<file path="src/rtl/mem_access_ctrl_pkg.sv">
// Shared types and the address legality check for the memory-stage controller.
package mem_access_pkg;

    typedef enum logic [1:0] {
        IDLE  = 2'd0,
        ISSUE = 2'd1,
        RESP  = 2'd2
    } state_t;

    typedef enum logic [1:0] {
        KIND_NONE    = 2'd0,
        KIND_LOAD    = 2'd1,
        KIND_STORE   = 2'd2,
        KIND_ILLEGAL = 2'd3
    } kind_t;

    // True when the access must not reach memory: past the last byte, or a
    // word that is misaligned or would run off the end (no wrap-around).
    function automatic logic addr_fault(input logic [63:0] addr,
                                        input logic        is_byte,
                                        input int          addr_w);
        logic [63:0] last_byte;
        last_byte = (64'd1 << addr_w) - 64'd1;
        if (addr > last_byte)
            return 1'b1;
        if (!is_byte && ((addr[1:0] != 2'b00) || (addr > last_byte - 64'd3)))
            return 1'b1;
        return 1'b0;
    endfunction

endpackage

</file>
<file path="src/rtl/mem_access_ctrl_if.sv">
// Request/response handshake plus data-memory bus. master = execute stage and
// memory side, slave = the controller.
interface mem_access_ctrl_if #(
    parameter int N     = 32,
    parameter int TAG_W = 4
);
    logic             req_valid;
    logic             req_ready;
    logic             req_is_load;
    logic             req_is_store;
    logic             req_is_byte;
    logic             req_signed;
    logic [N-1:0]     req_addr;
    logic [N-1:0]     req_wdata;
    logic [TAG_W-1:0] req_tag;
    logic             resp_valid;
    logic [N-1:0]     resp_data;
    logic [TAG_W-1:0] resp_tag;
    logic             resp_fault;
    logic             store_done;
    logic [N-1:0]     mem_addr;
    logic [N-1:0]     mem_wdata;
    logic             mem_read_enable;
    logic             mem_write_enable;
    logic             mem_is_byte;
    logic [N-1:0]     mem_rdata;

    modport master (
        output req_valid, req_is_load, req_is_store, req_is_byte, req_signed,
               req_addr, req_wdata, req_tag, mem_rdata,
        input  req_ready, resp_valid, resp_data, resp_tag, resp_fault,
               store_done, mem_addr, mem_wdata, mem_read_enable,
               mem_write_enable, mem_is_byte
    );

    modport slave (
        input  req_valid, req_is_load, req_is_store, req_is_byte, req_signed,
               req_addr, req_wdata, req_tag, mem_rdata,
        output req_ready, resp_valid, resp_data, resp_tag, resp_fault,
               store_done, mem_addr, mem_wdata, mem_read_enable,
               mem_write_enable, mem_is_byte
    );
endinterface

</file>
<file path="src/rtl/mem_access_ctrl_load_extend.sv">
// Load-data formatter: words pass through, bytes are masked and zero/sign extended.
module load_extend #(
    parameter int N = 32
) (
    input  logic [N-1:0] rdata,
    input  logic         is_byte,
    input  logic         sign_ext,
    output logic [N-1:0] data
);
    // Upper bits of a byte read are undefined on the memory side, so only [7:0] is used.
    assign data = is_byte ? {{(N-8){sign_ext & rdata[7]}}, rdata[7:0]} : rdata;
endmodule

</file>
<file path="src/rtl/mem_access_ctrl.sv">
// Memory-stage load/store controller: accepts one request per handshake, fires
// single-cycle read/write pulses, formats load data, and faults bad addresses.
module mem_access_ctrl
    import mem_access_pkg::*;
#(
    parameter int N      = 32,
    parameter int ADDR_W = 12,
    parameter int TAG_W  = 4
) (
    input logic              clk,
    input logic              rst,
    mem_access_ctrl_if.slave bus
);
    state_t           state, state_next;
    kind_t            req_kind, kind_q;
    logic             hs, accept, fault_in;
    logic             signed_q;
    logic [N-1:0]     ext_data;

    logic             rd_en, wr_en, resp_valid_q, resp_fault_q, store_done_q, is_byte_q;
    logic [N-1:0]     addr_q, wdata_q, resp_data_q;
    logic [TAG_W-1:0] resp_tag_q;

    // Decode request kind and legality at the handshake.
    always_comb begin
        req_kind = KIND_NONE;
        case ({bus.req_is_load, bus.req_is_store})
            2'b10:   req_kind = KIND_LOAD;
            2'b01:   req_kind = KIND_STORE;
            2'b11:   req_kind = KIND_ILLEGAL;
            default: req_kind = KIND_NONE;
        endcase
    end

    assign hs       = bus.req_valid & (state == IDLE);
    assign accept   = hs & (req_kind != KIND_NONE);
    assign fault_in = (req_kind == KIND_ILLEGAL) |
                      addr_fault(64'(bus.req_addr), bus.req_is_byte, ADDR_W);

    load_extend #(.N(N)) u_ext (
        .rdata    (bus.mem_rdata),
        .is_byte  (is_byte_q),
        .sign_ext (signed_q),
        .data     (ext_data)
    );

    // State register.
    always_ff @(posedge clk) begin
        if (rst) state <= IDLE;
        else     state <= state_next;
    end

    // Next-state: faults skip ISSUE; stores return straight to IDLE after ISSUE.
    always_comb begin
        state_next = state;
        case (state)
            IDLE:    if (accept) state_next = fault_in ? RESP : ISSUE;
            ISSUE:   state_next = (kind_q == KIND_LOAD) ? RESP : IDLE;
            RESP:    state_next = IDLE;
            default: state_next = IDLE;
        endcase
    end

    // Registered outputs: pulses default low each cycle, so enables are clean.
    always_ff @(posedge clk) begin
        if (rst) begin
            rd_en        <= 1'b0;
            wr_en        <= 1'b0;
            resp_valid_q <= 1'b0;
            resp_fault_q <= 1'b0;
            store_done_q <= 1'b0;
            is_byte_q    <= 1'b0;
            signed_q     <= 1'b0;
            kind_q       <= KIND_NONE;
            addr_q       <= '0;
            wdata_q      <= '0;
            resp_data_q  <= '0;
            resp_tag_q   <= '0;
        end else begin
            rd_en        <= 1'b0;
            wr_en        <= 1'b0;
            resp_valid_q <= 1'b0;
            resp_fault_q <= 1'b0;
            store_done_q <= 1'b0;
            if (accept) begin
                kind_q     <= req_kind;
                resp_tag_q <= bus.req_tag;
                if (fault_in) begin
                    // Report immediately; memory-side registers keep the last issued access.
                    resp_data_q  <= '0;
                    resp_fault_q <= 1'b1;
                    if (req_kind == KIND_STORE) store_done_q <= 1'b1;
                    else                        resp_valid_q <= 1'b1;
                end else begin
                    addr_q    <= bus.req_addr;
                    is_byte_q <= bus.req_is_byte;
                    signed_q  <= bus.req_signed;
                    wdata_q   <= bus.req_is_byte ? {{(N-8){1'b0}}, bus.req_wdata[7:0]}
                                                 : bus.req_wdata;
                    rd_en     <= (req_kind == KIND_LOAD);
                    wr_en     <= (req_kind == KIND_STORE);
                end
            end
            if (state == ISSUE) begin
                if (kind_q == KIND_LOAD) begin
                    resp_data_q  <= ext_data;
                    resp_valid_q <= 1'b1;
                end else begin
                    store_done_q <= 1'b1;
                end
            end
        end
    end

    assign bus.req_ready        = (state == IDLE);
    assign bus.resp_valid       = resp_valid_q;
    assign bus.resp_data        = resp_data_q;
    assign bus.resp_tag         = resp_tag_q;
    assign bus.resp_fault       = resp_fault_q;
    assign bus.store_done       = store_done_q;
    assign bus.mem_addr         = addr_q;
    assign bus.mem_wdata        = wdata_q;
    assign bus.mem_read_enable  = rd_en;
    assign bus.mem_write_enable = wr_en;
    assign bus.mem_is_byte      = is_byte_q;
endmodule
</file>
<file path="src/flat_wrapper.sv">
// flat-port wrapper written by rule: the top's interface ports become plain ports
module mem_access_ctrl_flat import mem_access_pkg::*;
#(
    parameter int N      = 32,
    parameter int ADDR_W = 12,
    parameter int TAG_W  = 4
)
  (clk, rst, bus_req_valid, bus_req_is_load, bus_req_is_store, bus_req_is_byte, bus_req_signed, bus_req_addr, bus_req_wdata, bus_req_tag, bus_mem_rdata, bus_req_ready, bus_resp_valid, bus_resp_data, bus_resp_tag, bus_resp_fault, bus_store_done, bus_mem_addr, bus_mem_wdata, bus_mem_read_enable, bus_mem_write_enable, bus_mem_is_byte);
  mem_access_ctrl_if #(.N(N), .TAG_W(TAG_W)) bus_i ();
  input logic clk;
  input logic rst;
  input wire logic [$bits(bus_i.req_valid)-1:0] bus_req_valid;
  input wire logic [$bits(bus_i.req_is_load)-1:0] bus_req_is_load;
  input wire logic [$bits(bus_i.req_is_store)-1:0] bus_req_is_store;
  input wire logic [$bits(bus_i.req_is_byte)-1:0] bus_req_is_byte;
  input wire logic [$bits(bus_i.req_signed)-1:0] bus_req_signed;
  input wire logic [$bits(bus_i.req_addr)-1:0] bus_req_addr;
  input wire logic [$bits(bus_i.req_wdata)-1:0] bus_req_wdata;
  input wire logic [$bits(bus_i.req_tag)-1:0] bus_req_tag;
  input wire logic [$bits(bus_i.mem_rdata)-1:0] bus_mem_rdata;
  output wire logic [$bits(bus_i.req_ready)-1:0] bus_req_ready;
  output wire logic [$bits(bus_i.resp_valid)-1:0] bus_resp_valid;
  output wire logic [$bits(bus_i.resp_data)-1:0] bus_resp_data;
  output wire logic [$bits(bus_i.resp_tag)-1:0] bus_resp_tag;
  output wire logic [$bits(bus_i.resp_fault)-1:0] bus_resp_fault;
  output wire logic [$bits(bus_i.store_done)-1:0] bus_store_done;
  output wire logic [$bits(bus_i.mem_addr)-1:0] bus_mem_addr;
  output wire logic [$bits(bus_i.mem_wdata)-1:0] bus_mem_wdata;
  output wire logic [$bits(bus_i.mem_read_enable)-1:0] bus_mem_read_enable;
  output wire logic [$bits(bus_i.mem_write_enable)-1:0] bus_mem_write_enable;
  output wire logic [$bits(bus_i.mem_is_byte)-1:0] bus_mem_is_byte;
  assign bus_i.req_valid = bus_req_valid;
  assign bus_i.req_is_load = bus_req_is_load;
  assign bus_i.req_is_store = bus_req_is_store;
  assign bus_i.req_is_byte = bus_req_is_byte;
  assign bus_i.req_signed = bus_req_signed;
  assign bus_i.req_addr = bus_req_addr;
  assign bus_i.req_wdata = bus_req_wdata;
  assign bus_i.req_tag = bus_req_tag;
  assign bus_i.mem_rdata = bus_mem_rdata;
  assign bus_req_ready = bus_i.req_ready;
  assign bus_resp_valid = bus_i.resp_valid;
  assign bus_resp_data = bus_i.resp_data;
  assign bus_resp_tag = bus_i.resp_tag;
  assign bus_resp_fault = bus_i.resp_fault;
  assign bus_store_done = bus_i.store_done;
  assign bus_mem_addr = bus_i.mem_addr;
  assign bus_mem_wdata = bus_i.mem_wdata;
  assign bus_mem_read_enable = bus_i.mem_read_enable;
  assign bus_mem_write_enable = bus_i.mem_write_enable;
  assign bus_mem_is_byte = bus_i.mem_is_byte;
  mem_access_ctrl #(.N(N), .ADDR_W(ADDR_W), .TAG_W(TAG_W)) u_core (.clk(clk), .rst(rst), .bus(bus_i));
endmodule
</file>
<file path="config.mk">
export PLATFORM = sky130hd
export DESIGN_NAME = mem_access_ctrl_flat
export DESIGN_NICKNAME = d
export VERILOG_FILES = /design/src/rtl/mem_access_ctrl_pkg.sv /design/src/rtl/mem_access_ctrl_if.sv /design/src/rtl/mem_access_ctrl_load_extend.sv /design/src/rtl/mem_access_ctrl.sv /design/src/flat_wrapper.sv
export SDC_FILE = /design/constraint.sdc
export NUM_CORES = 1
export LEC_CHECK = 0
export BUFFER_PORTS_ARGS = -buffer_cell sky130_fd_sc_hd__buf_2
export CAP_MARGIN = 20
export CORE_UTILIZATION = 49
export DETAILED_ROUTE_END_ITERATION = 12
export GPL_TIMING_DRIVEN = 0
export PLACE_DENSITY = 0.84
export SLEW_MARGIN = 20
export SYNTH_ARGS = -nofsm -noshare
export SYNTH_HDL_FRONTEND = slang
export SYNTH_SLANG_ARGS = --single-unit
export TNS_END_PERCENT = 20
</file>
<file path="constraint.sdc">
create_clock -name clk -period 3.1 [get_ports clk]
set_input_delay 0.465 -clock clk [delete_from_list [all_inputs] [get_ports clk]]
set_output_delay 0.465 -clock clk [all_outputs]
set_load 0.03 [all_outputs]
</file>
==> results.cfg, run 1 <==
[run_status]
status = finished, final reports clean

[synthesis]
yosys_register_bits = 111
synth_xor_area_frac = 0
synth_edf_count = 0
synthSimpleGateAreaFrac = 0.236
muxShareOfSynthArea = 0.0545
ys.flop_type = dfxtp_1
synth_top_area_frac = 0.504
synthTopCellsByArea = dfxtp_1 (50%), a21oi_1 (5.9%), mux2i_1 (5.4%)
ys_seq_area_frac = 0.504
synth_adder_area_share = 0
yosys_warnings = 0
synth_compound_area_frac = 0.162
synth_common_cells = dfxtp_1 (111), a21oi_1 (52), nand2_1 (41)
ys_types = 38
syn_nets = 563
post-synth-top-count-cell = dfxtp_1
synth_largest_area_cell = dfxtp_1
avgSynthCellArea_um2 = 9.67
synthArstFlopShare = 0
syn_area_um2 = 4410
synth_top_family_by_area = simple AND/OR/NAND/NOR gates
synth_cells = 456

[floorplan]
dieArea_um2 = 9380
design.core.area_um2 = 8720
die_w_um = 96.9
rows = 34
pin_count = 214
die_h_um = 96.9
initial_utilization = 0.506

[route]
dr_total_vias = 4278
ant_nets = 0
drt-pass1-iter-count = 4
viasPerCell = 5.39
wl_per_cell_um = 15.3
dr.first_iter.drc_count = 168
drc = 0
wirelength_mm = 12.1

[grt]
grt_pass1_wl_mm = 19.8
antenna_found_initial = 0
grt_pass1_vias = 4140
overflow = 0
grt_max_degree = 20
grt_usage = 0.255

[cts]
cts-hold-fix-buffers = 0
numCtsBuffers = 9
tritoncts = built
cts_setup_buffers = 0
clock_sinks = 111
clkSlewWorstSetupHoldPaths_ns = 0.11
clk_latency_ns = 0.36
ctsResizeCount = 0
h-tree-depth = 3
cts_root_buffer = clkbuf_8
clock_path_buffers = 2

[final_layout]
finalNonFillerCells = 793
diodes = 0
final_util = 0.669
n_fill_cell = 730
synthToLayoutAreaGrowth_pct = 32.4
drive_gt1_frac = 0.401
layout.nets = 787

[run]
max_cap_violations = 0

[placed_design]
dpl.hpwl_mm = 9.21
place_ws_ns = 0.711
io_buffers = 213
gp_congestion = 0.777
dp_cells = 777

[hold_path]
worstHoldStart = bus_mem_rdata[4]
hold_path_end = u_core.bus.resp_data[4]
hold_depth = 2
hold_path.class = input pin to register

[timing]
fin_worst_skew_ns = 0.0158
slew_viol_final = 0
finalCritPeriodShare = 0.655
finalHoldViolations = 0
post-route-min-period_ns = 2.03
maxSlewHeadroom = 0.384
finalSetupTns_ns = 0
max_freq_mhz = 492
rsz0062_at_grt = no
worst_slew_pin_slew_ns = 0.916
finalSetupViolations = 0
setup_slack_ns = 1.07
hold_slack_ns = 0.315

[critical_path]
crit_path_cell_trace = buf_2 > nor4_1 > nand3_2 > nor3_4 > buf_6 > mux2i_1
path_max_fanout = 10
r2r-start = u_core.state[0]
cp.buffers_inverters = 2
rr_worst_depth = 5
worstSetupEndpointType = register
worstReg2RegEnd = u_core.bus.mem_addr[24]
ff2ff_setup_slack_ns = 1.19
cp.arrival_ns = 2.32
crit_family = simple AND/OR/NAND/NOR gates
start_kind = input pin
cp_slowest_stage_delay_ns = 0.51
worst_path_max_delay_cell = nor4_1
crit_type = input pin to register
cp.required_ns = 3.39

[power_and_ir_drop]
swShare = 0.241
sequentialPowerShare = 0.548
ir_worst_vdd_v = 0.000296
p_int_mw = 1.99
p_sw_mw = 0.631
clockPowerShare = 0.371
combPwrFrac = 0.081
power.leakage_nw = 2.55
powerDensity_nw_per_um2 = 449
## worst register-to-register path: stages, from the launching register on
cell and delay, ns:
dfxtp_1 0.39, or3b_2 0.54, nor2_4 0.27, a31oi_1 0.19, clkbuf_1 0.22, and2_1 0.20
## stage by stage
step | area, µm² | power (mW)
after floorplan | 4410 | 1.57
after global placement | 5610 | 1.68
after detailed placement | 5610 | 1.68
after CTS | 5840 | 2.64
after global routing | 5840 | 2.72
final | 5840 | 2.62
## worst max-delay path by stage
stage,start,end,slack (ns),depth (start not counted)
final,bus_req_addr[24],u_core.bus.mem_wdata[23],1.07,6
after global routing,bus_req_addr[24],u_core.bus.mem_wdata[30],0.98,6
after CTS,bus_req_addr[24],u_core.bus.mem_wdata[23],1.06,6
after detailed placement,bus_req_addr[24],u_core.bus.mem_wdata[18],0.71,6
after global placement,bus_req_addr[24],u_core.bus.mem_wdata[28],0.83,6
after floorplan,bus_req_addr[24],u_core.bus.mem_wdata[12],1.27,5
## cells by family (layout without fill, tap and decap cells)
kind of cell | after synthesis | count (layout)
buffers and inverters | 44 | 273
AND/OR/NAND/NOR | 162 | 162
AO/OA/AOI/OAI | 115 | 115
multiplexers | 24 | 24
flip-flops | 111 | 111
## power by group through the flow
stage | registers, mW | clock network, mW | logic, mW
after floorplan | 1.48 | 0 | 0.0967
after global placement | 1.47 | 0 | 0.207
after detailed placement | 1.47 | 0 | 0.212
after CTS | 1.44 | 0.992 | 0.213
after global routing | 1.44 | 1.05 | 0.231
final | 1.44 | 0.973 | 0.212
## registers in the layout, indices dropped and copies added (netlist names)
| register | flops |
|---|---|
| u_core.signed_q | 1 |
| u_core.bus.store_done | 1 |
| u_core.bus.resp_data | 32 |
| u_core.bus.resp_tag | 4 |
| u_core.bus.mem_wdata | 32 |
| u_core.bus.mem_is_byte | 1 |
| u_core.bus.resp_valid | 1 |
| u_core.bus.mem_addr | 32 |
| u_core.kind_q | 2 |
| u_core.bus.mem_read_enable | 1 |
| u_core.bus.mem_write_enable | 1 |
| u_core.state | 2 |
| u_core.bus.resp_fault | 1 |
## per-layer routing
metal	track usage	wire length (µm)	vias up
li1	-	-	2097
met1	0.317	5080	1989
met2	0.435	6010	178
met3	0.0614	882	14
met4	0.0781	156	0
met5	0	0	-
## cell type report
cell class	instances	area, µm²	share of cell area
Multi-Input combinational cell	301	2000	0.342
Buffer	42	184	0.0315
Sequential cell	111	2220	0.381
Inverter	2	7.51	0.00129
Timing Repair Buffer	213	1070	0.183
Clock inverter	7	103	0.0176
Tap cell	108	135	0.0232
Clock buffer	9	124	0.0212
## layout by cell type (no fill, tap or decap), types with 2 or more instances in the layout
master | Yosys | layout
buf_2 | 9 | 222
nor2_1 | 7 | 7
o31ai_1 | 22 | 22
dfxtp_1 | 111 | 111
nand2b_1 | 25 | 25
and3_1 | 2 | 2
and2_1 | 20 | 20
o21ai_0 | 4 | 4
buf_6 | 2 | 2
nor3_1 | 4 | 4
nor4_4 | 3 | 3
nand4_1 | 22 | 22
or3b_2 | 24 | 24
bufinv_16 | 0 | 2
clkbuf_1 | 31 | 31
nand3b_1 | 2 | 2
a32o_1 | 8 | 8
clkbuf_8 | 0 | 9
mux2i_1 | 24 | 24
clkinvlp_4 | 0 | 3
o22ai_1 | 24 | 24
nor4_1 | 2 | 2
a21oi_1 | 52 | 52
nand2_1 | 41 | 41
Note: power is estimated with default switching activity, not from simulation.
==> run 2: changes to the inputs <==
- CORE_UTILIZATION: 49 -> 41
- PLACE_DENSITY: 0.84 -> 0.75
- clock period: 3.1 -> 1.69 ns (I/O delays scaled with it)
==> run 2 against run 1 <==
- worst setup slack worse by 0.99 ns
- clock skew is 0.0019 ns higher
- largest power group unchanged
- worst hold slack worse by 0.21 ns
- total power is 77% higher
- utilization is 9.2 points lower
- routed wire length is 4.1% higher
- critical endpoint is now u_core.bus.mem_wdata[6]
- clock-buffer cell count stayed put
- cell area is 2.6% higher
==> results.cfg, run 2 (synthesis results as in run 1) <==
[final_layout]
final_cell_mix = buf_2 (219), dfxtp_1 (109), a21oi_1 (50), nand2_1 (41)
layout.nets = 791
drive_gt1_frac = 0.431
mostFrequentLayoutCell = buf_2
final_util = 0.578
seq_area_um2 = 2220
diodes = 0
n_fill_cell = 970
multiInputGateArea_um2 = 2070
synthToLayoutAreaGrowth_pct = 35.8

[floorplan]
pin_count = 214
die_w_um = 106
initial_utilization = 0.425
rows = 37
design.core.area_um2 = 10400
dieArea_um2 = 11200
die_h_um = 106

[route]
wl_per_cell_um = 15.3
ant_nets = 0
dr.first_iter.drc_count = 233
viasPerCell = 5.25
drc = 0
dr_total_vias = 4331
wirelength_mm = 12.6
drt-pass1-iter-count = 4

[cts]
clkSlewWorstSetupHoldPaths_ns = 0.12
clock_path_buffers = 2
h-tree-depth = 3
clk_latency_ns = 0.37
tritoncts = built
clock_sinks = 111
numCtsBuffers = 9
cts_root_buffer = clkbuf_8

[power_and_ir_drop]
p_int_mw = 3.41
ir_worst_vdd_v = 0.000403
p_sw_mw = 1.22
sequentialPowerShare = 0.569
swShare = 0.264
powerDensity_nw_per_um2 = 773
power.leakage_nw = 2.60
clockPowerShare = 0.339
combPwrFrac = 0.092

[timing]
rsz0062_at_grt = yes
post-route-min-period_ns = 1.62
hold_slack_ns = 0.106
worst_slew_pin_slew_ns = 1.00
maxSlewHeadroom = 0.326
slew_viol_final = 0
finalHoldViolations = 0
finalSetupViolations = 0
fin_worst_skew_ns = 0.0177
finalCritPeriodShare = 0.956
max_freq_mhz = 619

[critical_path]
crit_type = register to register
cp.arrival_ns = 1.86
worstSetupEndpointType = register
start_kind = register
cp.required_ns = 1.94
path_max_fanout = 10

[placed_design]
io_buffers = 213
gp_congestion = 0.767
dpl.hpwl_mm = 9.44

[run_status]
status = finished, final reports clean

[grt]
overflow = 0
grt_pass1_wl_mm = 20.2
grt_max_degree = 22
grt_pass1_vias = 4237
grt_usage = 0.224
antenna_found_initial = 1

[run]
max_cap_violations = 0

[hold_path]
hold_path.class = input pin to register
==> run 2: cell count changes in the layout (fill, tap and decap cells not counted), moves of 3 or more <==
cell      change
buf_4         +6
clkbuf_1      -6
o31ai_1       -5
clkbuf_4      +4
o31ai_2       +4
buf_2         -3
==> run 2: power groups by stage <==
stage          logic, mW  clock network (mW)  registers [mW]
6_report           0.427                1.57            2.64
3_5_place_dp       0.392                   0            2.69
4_1_cts            0.416                1.63            2.64
5_1_grt            0.466                1.74            2.64
3_3_place_gp       0.382                   0            2.69
2_1_floorplan      0.177                   0            2.71
==> run 2: area by class of cell <==
class,count,share of cell area
buffer,42,0.0349
timing repair buffer,217,0.185
tap,136,0.0284
multi-input combinational,301,0.346
clock buffer,9,0.0207
clock inverter,7,0.0127
inverter,2,0.00125
sequential,111,0.371
==> run 2: stage by stage <==
stage / cells / cell area (µm²) / power (mW) / setup TNS, ns / setup slack (ns)
after detailed placement: 805 / 5650 / 3.09 / -25.71 / -0.460
after global routing: 825 / 5990 / 4.84 / -0.0527 / -0.0106
after global placement: 805 / 5650 / 3.08 / -22.51 / -0.398
after floorplan: 456 / 4410 / 2.89 / 0 / 0.0748
final: 825 / 5990 / 4.63 / 0 / 0.0745
after CTS: 824 / 5910 / 4.68 / -0.0352 / -0.0352
==> run 2: critical path, cell delays in order (launching register included) <==
cell and delay (ns):
dfxtp_2 0.37, nor3b_4 0.22, o21ai_2 0.11, buf_4 0.19, buf_2 0.20, o31ai_1 0.31
a21oi_1 0.11
==> run 2: worst paths after layout <==
kind / startpoint / end / slack, ns / cells after the start
worst max-delay path: u_core.state[1] / u_core.bus.mem_wdata[6] / 0.07 / 6
worst min-delay path: bus_mem_rdata[4] / u_core.bus.resp_data[4] / 0.11 / 2
worst max register to register: u_core.state[1] / u_core.bus.mem_wdata[6] / 0.07 / 6
worst min register to register: u_core.bus.resp_tag[0] / u_core.bus.resp_tag[0] / 0.46 / 2
==> run 2: metal layers <==
layer,global-route usage,share of wire
met1,0.275,0.43
met2,0.374,0.48
met3,0.0495,0.073
met4,0.100,0.025
met5,0,0
==> run 2: repair_timing <==
action                                  CTS  global route
resized for setup                        13            21
hold buffers                              0             0
gates cloned                              0             0
setup buffers                             3             1
endpoints found under the hold margin     0             0
pin swaps                                 2             1
endpoints found under the setup margin   91            78
==> run 3: changes to the inputs <==
- GPL_TIMING_DRIVEN: 0 -> not set
==> run 3 against run 2 <==
- sequential share of layout area up 0.27 points
- worst setup slack better by 0.0097 ns
- combinational power fell by 3%
- routed wire length down 3.0%
- worst hold slack better by 0.0024 ns
- cell count shrank 2.5%
- clock skew down 0.0035 ns
- register-to-register slack about the same
- clock power about the same
- via count decreased by 4.2%
- largest cell class unchanged
==> results.cfg, run 3 (synthesis results as in run 1) <==
[grt]
grt_usage = 0.214
antenna_found_initial = 2
overflow = 0
grt_max_degree = 35
grt_pass1_wl_mm = 19.2
grt_pass1_vias = 3997

[critical_path]
cp_slowest_stage_delay_ns = 0.49
worstSetupEndpointType = register
cp.arrival_ns = 1.87
crit_type = register to register
crit_path_cell_trace = or3b_2 > nor2_4 > a31oi_1 > buf_4 > and2_1
cp.required_ns = 1.95
path_max_fanout = 20
worst_path_max_delay_cell = or3b_2
start_kind = register

[power_and_ir_drop]
powerDensity_nw_per_um2 = 774
power.leakage_nw = 2.60
ir_worst_vdd_v = 0.000538

[timing]
max_freq_mhz = 623
maxSlewHeadroom = 0.412
post-route-min-period_ns = 1.61
finalSetupTns_ns = 0
fin_worst_skew_ns = 0.0142
finalHoldViolations = 0
worst_slew_pin_slew_ns = 0.882
finalCritPeriodShare = 0.950
rsz0062_at_grt = no
finalSetupViolations = 0
slew_viol_final = 0

[run_status]
status = finished, final reports clean

[floorplan]
die_w_um = 106
dieArea_um2 = 11200
die_h_um = 106
pin_count = 214
initial_utilization = 0.425
rows = 37
design.core.area_um2 = 10400

[hold_path]
hold_path.class = input pin to register

[cts]
tritoncts = built
cts_setup_buffers = 0
h-tree-depth = 3
cts_root_buffer = clkbuf_8
clk_latency_ns = 0.36
clkSlewWorstSetupHoldPaths_ns = 0.12
clock_sinks = 111
numCtsBuffers = 9
clock_path_buffers = 2

[final_layout]
mostFrequentLayoutCell = buf_2
finalNonFillerCells = 804
synthToLayoutAreaGrowth_pct = 34.7
layout.nets = 769
drive_gt1_frac = 0.436
final_cell_mix = buf_2 (213), dfxtp_1 (111), a21oi_1 (51), nand2_1 (41), nand2b_1 (25)

[route]
drt-pass1-iter-count = 4
viasPerCell = 5.16
dr.first_iter.drc_count = 234
drc = 0
wirelength_mm = 12.2
dr_total_vias = 4148
wl_per_cell_um = 15.2
ant_nets = 0

[placed_design]
dpl.hpwl_mm = 8.83
gp_congestion = 0.731
io_buffers = 213
dp_cells = 787

[run]
max_cap_violations = 0
==> run 3: cell count changes in the layout (fill, tap and decap cells not counted), moves of 2 or more <==
cell and delta:
o31ai_2 -4, o31ai_1 +5, clkbuf_2 -2, buf_2 -6
dfxtp_1 +2, buf_12 +5, buf_6 -2, dfxtp_2 -2
nor4_1 +2, clkbuf_4 -4, nor4_2 -2, clkbuf_1 -25
buf_4 +11
==> run 3: report_power, final <==
group	internal, mW	total [mW]	switching [mW]	leakage [nW]
registers	2.63	2.63	0.00737	0.895
clock network	0.580	1.55	0.969	0.0935
logic	0.193	0.414	0.221	1.61
total	3.40	4.60	1.20	2.60
==> run 3: per-stage QoR <==
stage	setup WS [ns]	hold slack [ns]	instance area [µm²]	total power, mW	util
after floorplan	0.0748	0.331	4410	2.89	-
after global placement	-0.0854	0.439	5720	3.09	0.552
after detailed placement	-0.139	0.440	5720	3.10	0.552
after CTS	0.0584	0.0867	5930	4.66	0.572
after global routing	0.0217	0.0874	5940	4.80	0.573
final	0.0842	0.108	5940	4.60	0.573
==> run 3: cell type report <==
class | count | area (µm²)
repair buffers | 237 | 1330
diodes | 1 | 2.50
inverters | 2 | 7.51
multi-input cells | 301 | 2010
clock buffers | 9 | 124
clock inverters | 7 | 76.3
well taps | 136 | 170
fillers | 952 | 4430
flip-flops and latches | 111 | 2220
==> run 3: path summary, 6_finish.rpt <==
path                                                end  slack, ns  depth (start not counted)                     from
worst max register to register  u_core.bus.mem_addr[20]       0.08                          5          u_core.state[1]
worst min-delay path            u_core.bus.resp_data[6]       0.11                          2         bus_mem_rdata[6]
worst max-delay path            u_core.bus.mem_addr[20]       0.08                          5          u_core.state[1]
worst min register to register  u_core.bus.mem_addr[13]       0.47                          1  u_core.bus.mem_addr[13]
==> run 3: critical path, delay by kind of cell (launching register included) <==
kind / cells / cell delay, ns
simple gates: 3 / 0.82
compound gates: 1 / 0.12
flops: 1 / 0.35
buf+inv: 1 / 0.21
==> run 3: repair_timing <==
action | 4_1_cts | 5_1_grt
hold buffers | 0 | 0
setup endpoints to repair | 2 | 3
pin swaps | 0 | 1
resized for setup | 2 | 1
==> run 3: per-layer routing <==
metal,GRT usage,vias up,part of all wire
li1,-,2051,-
met1,0.253,1920,0.43
met2,0.372,165,0.49
met3,0.0612,12,0.076
met4,0.0635,0,0.011
met5,0,-,0
